$ cat src/rtl/adder_mul_seq.sv
// Sequential shift-and-add multiplier: one partial product per clock through a
// single 16-bit carry-lookahead adder, with a fixed WIDTH+1 edge latency to done.
module adder_mul_seq #(
    parameter int WIDTH = 8
) (
    input  logic               clk,
    input  logic               rst_n,
    input  logic               start,
    input  logic [WIDTH-1:0]   a,
    input  logic [WIDTH-1:0]   b,
    output logic               busy,
    output logic               done,
    output logic [2*WIDTH-1:0] product
);

    localparam int CW = $clog2(WIDTH + 1);

    typedef enum logic [1:0] {
        S_IDLE = 2'd0,
        S_RUN  = 2'd1,
        S_DONE = 2'd2
    } state_e;

    state_e             state_q, state_d;
    logic [15:0]        mcand_q, mcand_d;
    logic [WIDTH-1:0]   mplr_q, mplr_d;
    logic [15:0]        acc_q, acc_d;
    logic [CW-1:0]      cnt_q, cnt_d;
    logic [2*WIDTH-1:0] product_q, product_d;

    logic [15:0] add_b;
    logic [15:0] add_sum;
    logic        adder_c16_unused;

    // Skipped partial products still go through the adder with a zero operand,
    // so acc always has exactly one source in RUN.
    assign add_b = (state_q == S_RUN && mplr_q[0]) ? mcand_q : 16'd0;

    bit16adder u_adder (
        .a   (acc_q),
        .b   (add_b),
        .c0  (1'b0),
        .s   (add_sum),
        .c16 (adder_c16_unused)
    );

    always_comb begin
        state_d   = state_q;
        mcand_d   = mcand_q;
        mplr_d    = mplr_q;
        acc_d     = acc_q;
        cnt_d     = cnt_q;
        product_d = product_q;
        case (state_q)
            S_IDLE: begin
                if (start) begin
                    mcand_d = {{(16-WIDTH){1'b0}}, a};
                    mplr_d  = b;
                    acc_d   = 16'd0;
                    cnt_d   = '0;
                    state_d = S_RUN;
                end
            end
            S_RUN: begin
                acc_d   = add_sum;
                mcand_d = mcand_q << 1;
                mplr_d  = mplr_q >> 1;
                cnt_d   = cnt_q + CW'(1);
                if (cnt_q == CW'(WIDTH - 1)) begin
                    state_d   = S_DONE;
                    product_d = add_sum[2*WIDTH-1:0];
                end
            end
            S_DONE: begin
                state_d = S_IDLE;
            end
            default: begin
                state_d = S_IDLE;
            end
        endcase
    end

    always_ff @(posedge clk or negedge rst_n) begin
        if (!rst_n) begin
            state_q   <= S_IDLE;
            mcand_q   <= 16'd0;
            mplr_q    <= '0;
            acc_q     <= 16'd0;
            cnt_q     <= '0;
            product_q <= '0;
        end else begin
            state_q   <= state_d;
            mcand_q   <= mcand_d;
            mplr_q    <= mplr_d;
            acc_q     <= acc_d;
            cnt_q     <= cnt_d;
            product_q <= product_d;
        end
    end

    assign busy    = (state_q == S_RUN);
    assign done    = (state_q == S_DONE);
    assign product = product_q;

endmodule

// 16-bit carry-lookahead adder: four 4-bit lookahead groups under a second-level
// group carry unit.
module bit16adder (
    input  logic [15:0] a,
    input  logic [15:0] b,
    input  logic        c0,
    output logic [15:0] s,
    output logic        c16
);

    logic [15:0] g, p;
    logic [3:0]  gg, gp;
    logic [4:0]  gc;

    assign g = a & b;
    assign p = a ^ b;

    for (genvar k = 0; k < 4; k++) begin : g_grp
        logic [3:0] gi, pi, c;
        assign gi   = g[4*k +: 4];
        assign pi   = p[4*k +: 4];
        assign c[0] = gc[k];
        assign c[1] = gi[0] | (pi[0] & c[0]);
        assign c[2] = gi[1] | (pi[1] & gi[0]) | (pi[1] & pi[0] & c[0]);
        assign c[3] = gi[2] | (pi[2] & gi[1]) | (pi[2] & pi[1] & gi[0])
                    | (pi[2] & pi[1] & pi[0] & c[0]);
        assign gg[k] = gi[3] | (pi[3] & gi[2]) | (pi[3] & pi[2] & gi[1])
                     | (pi[3] & pi[2] & pi[1] & gi[0]);
        assign gp[k] = &pi;
        assign s[4*k +: 4] = pi ^ c;
    end

    assign gc[0] = c0;
    assign gc[1] = gg[0] | (gp[0] & c0);
    assign gc[2] = gg[1] | (gp[1] & gg[0]) | (gp[1] & gp[0] & c0);
    assign gc[3] = gg[2] | (gp[2] & gg[1]) | (gp[2] & gp[1] & gg[0])
                 | (gp[2] & gp[1] & gp[0] & c0);
    assign gc[4] = gg[3] | (gp[3] & gg[2]) | (gp[3] & gp[2] & gg[1])
                 | (gp[3] & gp[2] & gp[1] & gg[0]) | (gp[3] & gp[2] & gp[1] & gp[0] & c0);
    assign c16 = gc[4];

endmodule

$ cat config.mk
export PLATFORM = sky130hd
export DESIGN_NAME = adder_mul_seq
export DESIGN_NICKNAME = d
export VERILOG_FILES = /design/src/rtl/adder_mul_seq.sv
export SDC_FILE = /design/constraint.sdc
export NUM_CORES = 1
export LEC_CHECK = 0
export BUFFER_PORTS_ARGS = -buffer_cell sky130_fd_sc_hd__buf_2
export CORE_ASPECT_RATIO = 1.4
export CORE_MARGIN = 8
export CORE_UTILIZATION = 55
export DETAILED_ROUTE_END_ITERATION = 7
export PLACE_DENSITY = 0.82
export SYNTH_ARGS = -nofsm -noshare
export SYNTH_HDL_FRONTEND = slang
export SYNTH_HIERARCHICAL = 1
export SYNTH_SLANG_ARGS = --single-unit
$ cat constraint.sdc
create_clock -name clk -period 5.92 [get_ports clk]
set_clock_uncertainty 0.05 [all_clocks]
set_input_delay 1.184 -clock clk [delete_from_list [all_inputs] [get_ports clk]]
set_output_delay 1.184 -clock clk [all_outputs]
set_load 0.01 [all_outputs]
Word-level counts from Yosys, hierarchy flattened --
Cells that the tools add are included. Widths: inputs -> output; s select.
Storage, ports and cells: input port bits 19, flip-flop bits (word level) 62
Cells by class: equality and inequality tests 5, add/subtract/negate cells 1, reduce and logical (&&, ||, !) cells 8, bitwise gates (word level) 89, muxes and demuxes 12
Operator list (number):
- $pmux 16 s2 | 2
- $and 1x1->1 | 50
- $mux 16 | 3
- $or 1x1->1 | 33
- $pmux 8 s2 | 1
- $xor 16x16->16 | 1
- $xor 4x4->4 | 4
- $and 15x15->15 | 1
- $mux 8 | 1
- $pmux 4 s2 | 1
- $reduce_and 4->1 | 2
- $reduce_and 2->1 | 3
- $add 4x1->4 const B | 1
- $eq 4x3->1 const B | 1
- $mux 2 | 2
- $mux 4 | 1
- $pmux 2 s2 | 1
- $eq 2x1->1 const B | 1
- $eq 2x2->1 const B | 1
- $logic_not 2->1 | 1
- $ne 2x1->1 const B | 1
- $ne 2x2->1 const B | 1
- $reduce_bool 2->1 | 1
- $logic_and 1x1->1 | 1

Longest topological paths before layout --
Gate-level depths: netlist of the first run.
depth after elaboration 15, gate-level depth with buffers 13

By module --
The synthesis of the first run kept the hierarchy.
Modules (own cells, without submodules):
- adder_mul_seq | area an instance 2688.8 um2, times used 1, cells an instance 221
- bit16adder | area an instance 710.7 um2, times used 1, cells an instance 82

Least setup slack after synthesis of the first run --
Ideal clock, no wire load.
path type reg-to-reg, start point register state_q[0], end point register product_q[13] (netlist: product[13]), path slack 2.874 ns, buffers on the path 2, cell stages (with the launch flop) 14, arrival time 2.871 ns, cells stage by stage dfrtp_1 nor2b_4 buf_6 clkbuf_1 and3_1 ha_1 a21oi_2 o21ai_2 a221oi_4 nand2_1 a21o_1 fa_1 xor2_1 mux2_4
On the way: elaborated cells between the ends (all ways) 40, those cells by class 1 x eq/ne; 1 x mux; 34 x bitwise; 4 x reduce/logical
RTL lines:
- start, declared | line 24 | state_e state_q, state_d;
- start signal, assigned | line 92 | state_q <= state_d;
- $eq 2x1->1 * | line 37 | assign add_b = (state_q == S_RUN && mplr_q[0]) ? mcand_q : 16'd0;
- $logic_and 1x1->1 * | line 37
- $mux 16 * | line 37
- net add_b[5] | line 31 | logic [15:0] add_b;
- $and 15x15->15 or $xor 16x16->16 (tied branches) | line 121, 122
- $and 1x1->1, on equally long branches | line 133, 134
- $or 1x1->1 or $and 1x1->1 (tied branches) | line 133, 134
- $or 1x1->1 | line 134 | | (pi[3] & pi[2] & pi[1] & gi[0]);
- $and 1x1->1 | line 142 | assign gc[3] = gg[2] | (gp[2] & gg[1]) | (gp[2] & gp[1] & gg[0])
- $or 1x1->1 | line 142
- $or 1x1->1 * | line 142
- $and 1x1->1 * | line 129 | assign c[1] = gi[0] | (pi[0] & c[0]);
- $or 1x1->1 * | line 129
- $xor 4x4->4 * | line 136 | assign s[4*k +: 4] = pi ^ c;
- net add_sum[13] | line 32 | logic [15:0] add_sum;
- end signal, assigned | line 97 | product_q <= product_d;
- end, declared | line 29 | logic [2*WIDTH-1:0] product_q, product_d;
Mark *: on every way through the listed nets, which the timed path passes. The rest lies on a longest branch. A chain may end at the register's enable or synchronous reset.

Worst setup path in the final report of the first run --
Ends and elaborated chain as after synthesis.

==> results of run 1 <==
cells in the final DEF (no fill, tap or decap), types with 4 or more instances in the layout:
cell                       instances
sky130_fd_sc_hd__nand2_1           9
sky130_fd_sc_hd__nor2b_1          18
sky130_fd_sc_hd__xor2_1            8
sky130_fd_sc_hd__mux2_2            7
sky130_fd_sc_hd__fa_1              4
sky130_fd_sc_hd__a22o_1           25
sky130_fd_sc_hd__mux2_4            9
sky130_fd_sc_hd__clkbuf_8         14
sky130_fd_sc_hd__nor2_1            4
sky130_fd_sc_hd__a21oi_1          21
sky130_fd_sc_hd__a22oi_1          13
sky130_fd_sc_hd__ha_1             17
sky130_fd_sc_hd__buf_2            36
sky130_fd_sc_hd__and3_1           17
sky130_fd_sc_hd__dfrtp_1          62
sky130_fd_sc_hd__o21ai_0          23
sky130_fd_sc_hd__inv_1             9
registers in the layout, indices dropped and copies added, names as in the netlist:
name	count
acc_q	16
mcand_q	16
product	16
mplr_q	8
cnt_q	4
state_q	2
worst paths after layout:
| check | start | end | cells past startpoint |
|---|---|---|---|
| worst min-delay path | cnt_q[3] | cnt_q[3] | 1 |
| min in group asynchronous | rst_n | product[6] | 2 |
| worst min register to register | cnt_q[3] | cnt_q[3] | 1 |
| worst max register to register | state_q[0] | product[13] | 11 |
| worst max-delay path | state_q[0] | product[13] | 11 |
| max in group asynchronous | rst_n | mcand_q[3] | 2 |
worst max-delay path, stage by stage, from the launching register on:
cell and delay, ns:
sky130_fd_sc_hd__dfrtp_1 0.70, sky130_fd_sc_hd__nor2b_4 0.90, sky130_fd_sc_hd__and3_1 0.26, sky130_fd_sc_hd__ha_1 0.29
sky130_fd_sc_hd__a21oi_2 0.22, sky130_fd_sc_hd__o21ai_2 0.10, sky130_fd_sc_hd__a221oi_4 0.28, sky130_fd_sc_hd__nand2_1 0.15
sky130_fd_sc_hd__a21o_1 0.21, sky130_fd_sc_hd__fa_1 0.39, sky130_fd_sc_hd__xor2_1 0.17, sky130_fd_sc_hd__mux2_4 0.26
final cells by class:
type                       instances  area, sq um
clock buffer                      14          193
clock inverter                     2         12.5
fill                             493         2300
inverter                           9         33.8
multi-input combinational        213         1700
sequential                        62         1550
tap                               72         90.1
timing repair buffer              39          203
power by group through the flow:
stage	registers, mW	logic [mW]	clock network (mW)
after floorplan	0.710	0.560	0
after global placement	0.740	0.681	0
after detailed placement	0.744	0.715	0
after CTS	0.738	0.715	0.381
after global routing	0.765	0.787	0.396
final	0.739	0.708	0.370
per-layer routing:
layer	routed length, um	share of wire (%)	global-route usage, %	vias to the layer above
li1	-	-	-	1167
met1	3050	44	19.3	1217
met2	3420	50	27.5	41
met3	293	4.3	4.54	10
met4	127	1.8	7.68	0
met5	0	0	0	-
stage by stage:
step | cells | hold WS (ns) | worst slack (ns) | util, %
after detailed placement | 395 | 0.438 | 1.85 | 58.9
after floorplan | 303 | 0.403 | 2.87 | -
after global placement | 395 | 0.435 | 1.97 | 58.9
after CTS | 411 | 0.451 | 1.84 | 62.3
final | 411 | 0.447 | 1.82 | 62.3
after global routing | 411 | 0.474 | 1.55 | 62.3
==> implementation parameters, run 1 <==
Parameter                              Value

Pwr
  Clock share of power ... 20.4%
  Max rail drop VDD ... 0.000240 V
  Switching power total ... 670 uW
  Sw Ratio ... 36.9%
  Internal Pwr Total ... ~1.1 mW
  Power per standard cell area ... 480 nW/um^2
  Portion of total power attributed to sequential cells ... 40.7%
  Comb power frac ... 39.0%
  Sum of internal, switching and leakage power ... between 1.5 and 2 mW
  Static leakage ... 1.92 nW

Job
  MaxCap Viol Count ... 0

Worst setup path
  Endpoint type of the worst setup path ... flop
  Arrival time of the worst setup path ... 4.28 ns
  Maximum fanout along the worst path ... 45
  Register-to-register setup slack ... 1.82 ns
  Critical path class ... flop to flop
  Required time of the critical path ... 6.10 ns
  Startpoint class of the critical path ... flop

Placed design
  Placed wire-length estimate ... 4640 um
  Placed Area ... between 3000 and 4000 sq um
  Gpl congestion ... 0.866
  PortBufs ... 36

CTS
  Insertion delay of the later-clocked pin in the worst-skew pair ... 0.34 ns
  TritonCTS clock tree ... yes
  Setup fix buffers added after clock tree synthesis ... 0
  Hold buffer count at CTS ... 0
  Clock buffer count from CTS ... 9
  Level count of the clock H-tree ... 3
  Clock input transition at the sequential cells of the worst setup and hold paths ... ~0.07 ns
  Maximum count of clock buffers along a single path ... 2
  # resized after CTS ... 0
  Sink Count ... 62
  CTS root buffer ... sky130_fd_sc_hd__clkbuf_8

STA
  Fin. Hold Viols ... 0
  Setup Viol. Count Final ... 0
  Unrepaired setup endpoints after global routing ... false
  Clock period minus worst slack ... 4.10 ns
  Achievable frequency ... 0.244 GHz
  Final number of max-transition violations ... 0
  TNS Setup ... 0 ns
  Slew headroom ... slightly above 30%
  Worst-margin pin slew ... 1.04 ns
  Final Cycle Share ... 69.3%

Global routing
  Via count of the first global-routing pass ... 2583
  Overall overflow remaining after global route ... 0
  Global-route usage over all layers ... 16.6%
  Largest net degree at the start of global routing ... 63
  Global-route wire length before repair ... 11700 um
  Initial antenna violation count ... 0

Logic synthesis
  Yosys Warn Count ... 6
  Average cell area after synthesis ... approximately 11 sq um
  Cell count after synthesis ... 301
  Area of the mapped netlist ... 3380 sq um

Detailed routing
  DRC marker count from the first detailed-route iteration ... 130
  DR WL/cell ... 16.8 um
  Iteration count of the initial detailed-routing pass ... 4
  Vias per inst ... between 5 and 6
  DR vias ... 2435
  Total wire length after detailed routing ... approximately 7000 um
  Antenna violation net count after detailed routing ... 0
  DRC violations left ... 0

Floorplan
  Die Footprint ... 8950 sq um
  Die width ... slightly above 80 um
  Die Y ... 109 um
  Ports placed on the boundary ... 37
  Core outline area ... 6080 sq um
  Row count ... 34
  Starting utilization of the core area ... 55.6%

Worst hold path
  Class of the most critical hold timing path ... flop to flop

Final layout
  Fraction of layout instances using a drive strength above 1 ... 24.5%
  Final Cell Area ... around 3800 sq um
  Diode count ... 0
  Layout net count ... 374
  Signed area change from the synthesized netlist to the final layout ... 11.9%

Outcome
  Status ... finished, final reports clean
No activity file was read; power rests on OpenSTA's default activity.
==> inputs of run 2 (changes only) <==
Clock period 5.92 ns to 3.8 ns, I/O delays scaled along.
==> run 2 against run 1 <==
Compared with the run above:
- first-iteration DRC count up 53%
- final area rose by 2.1%
- global-route usage grew 1.5 points
- clock power up 99%
- sequential power is 52% higher
- utilization increased by 1.3 points
- non-clock buffer count is 4 higher
==> implementation parameters, run 2 (synthesis results as in run 1) <==
Parameter                              Value

Worst setup path
  Arrival time of the worst setup path ... 3.47 ns
  Critical path class ... flop to flop
  Register-to-register setup slack ... around 0.5 ns
  Launch point of the worst path ... state_q[1]
  Startpoint class of the critical path ... flop
  Required time of the critical path ... 3.98 ns
  R2r endpoint ... product[13]
  Maximum fanout along the worst path ... 23
  Reg-to-Reg Start ... state_q[1]
  Worst-case reg-to-reg path depth ... 10
  Endpoint type of the worst setup path ... flop

Detailed routing
  DR WL/cell ... 17.6 um
  DR vias ... 2461
  Total wire length after detailed routing ... 7310 um
  DRC marker count from the first detailed-route iteration ... 199
  Vias per inst ... 5.93
  Antenna violation net count after detailed routing ... 0
  Iteration count of the initial detailed-routing pass ... 4
  DRC violations left ... 0

Floorplan
  Row count ... 34
  Starting utilization of the core area ... between 50 and 60%
  Die width ... 82.3 um
  Die Y ... between 100 and 150 um
  Ports placed on the boundary ... 37
  Die Footprint ... 8950 sq um
  Core outline area ... 6080 sq um

STA
  Achievable frequency ... 0.304 GHz
  Slew headroom ... between 30% and 40%
  Setup Viol. Count Final ... 0
  Hold WS ... 0.303 ns
  Final Cycle Share ... 86.5%
  TNS Setup ... 0 ns
  Clock period minus worst slack ... 3.29 ns
  Worst-margin pin slew ... 1.03 ns
  Unrepaired setup endpoints after global routing ... false
  Final number of max-transition violations ... 0
  Fin. Hold Viols ... 0

Global routing
  Largest net degree at the start of global routing ... 42
  Global-route wire length before repair ... 12600 um
  Overall overflow remaining after global route ... 0
  Via count of the first global-routing pass ... approximately 2600
  Global-route usage over all layers ... 18.2%
  Initial antenna violation count ... 0

Worst hold path
  Class of the most critical hold timing path ... input pin to asynchronous set/reset pin

CTS
  Maximum count of clock buffers along a single path ... 2
  CTS root buffer ... sky130_fd_sc_hd__clkbuf_8
  Sink Count ... 62
  Level count of the clock H-tree ... 3
  Insertion delay of the later-clocked pin in the worst-skew pair ... 0.35 ns
  Clock buffer count from CTS ... 9
  # resized after CTS ... 0
  TritonCTS clock tree ... yes
  Clock input transition at the sequential cells of the worst setup and hold paths ... 0.07 ns
  Setup fix buffers added after clock tree synthesis ... 0
  Hold buffer count at CTS ... 0

Job
  MaxCap Viol Count ... 0

Placed design
  Placed wire-length estimate ... 4970 um
  PortBufs ... 36
  Placed Area ... 3610 sq um
  Gpl congestion ... 0.851

Pwr
  Power per standard cell area ... 784 nW/um^2
  Static leakage ... 1.96 nW
  Sum of internal, switching and leakage power ... 3.03 mW
  Max rail drop VDD ... 0.000442 V

Outcome
  Status ... finished, final reports clean

Final layout
  Highest-count cells in the layout ignoring fill and taps ... sky130_fd_sc_hd__dfrtp_1, sky130_fd_sc_hd__buf_2, sky130_fd_sc_hd__a22o_1
  Signed area change from the synthesized netlist to the final layout ... 14.3%
  Final Cell Area ... 3870 sq um
  Most common cell after layout, fill and taps aside ... sky130_fd_sc_hd__dfrtp_1
  Fraction of layout instances using a drive strength above 1 ... 25.4%
  Diode count ... 0
  Layout net count ... 378
  Layout filler cell count ... 497
## run 2: cell type report
class / instances / area [sq um] / area share [%]
flip-flops and latches: 62 / 1550 / 40.1
multi-input cells: 213 / 1700 / 44.0
clock inverters: 5 / 105 / 2.72
well taps: 72 / 90.1 / 2.33
inverters: 9 / 33.8 / 0.873
clock buffers: 11 / 151 / 3.91
repair buffers: 43 / 233 / 6.02
## run 2: per-layer routing
layer	up-vias	part of all wire [%]	GRT usage, %
met4	0	3.0	10.1
met3	18	4.0	3.80
met2	55	50	28.9
met1	1219	43	22.1
li1	1169	-	-
met5	-	0	0
## run 2: critical path, stage by stage (launching register included)
cell and delay, ns:
sky130_fd_sc_hd__dfrtp_1 0.41, sky130_fd_sc_hd__nor2b_4 0.42, sky130_fd_sc_hd__and3_1 0.28, sky130_fd_sc_hd__ha_1 0.28, sky130_fd_sc_hd__and3_1 0.25, sky130_fd_sc_hd__a221oi_4 0.33
sky130_fd_sc_hd__nand2_1 0.13, sky130_fd_sc_hd__a21o_1 0.21, sky130_fd_sc_hd__fa_1 0.38, sky130_fd_sc_hd__xor2_1 0.17, sky130_fd_sc_hd__mux2_4 0.26
## run 2: worst max-delay path by stage
stage	to	slack [ns]	cells past startpoint
6_report	product[13]	0.51	10
5_1_grt	product[13]	0.31	11
4_1_cts	product[13]	0.53	11
3_5_place_dp	product[13]	0.53	11
3_3_place_gp	product[13]	0.65	11
2_1_floorplan	product[13]	0.75	13
## run 2: stage by stage
step / util, % / worst slack (ns) / std cells
floorplan: - / 0.754 / 303
global placement: 59.4 / 0.645 / 399
detailed placement: 59.4 / 0.533 / 399
CTS: 63.6 / 0.533 / 415
global route: 63.6 / 0.305 / 415
finish: 63.6 / 0.511 / 415
## run 2: power by group
part,switching [mW],internal [mW],leakage [nW]
clock network,0.264,0.471,0.122
logic,0.612,0.563,1.03
registers,0.204,0.921,0.803
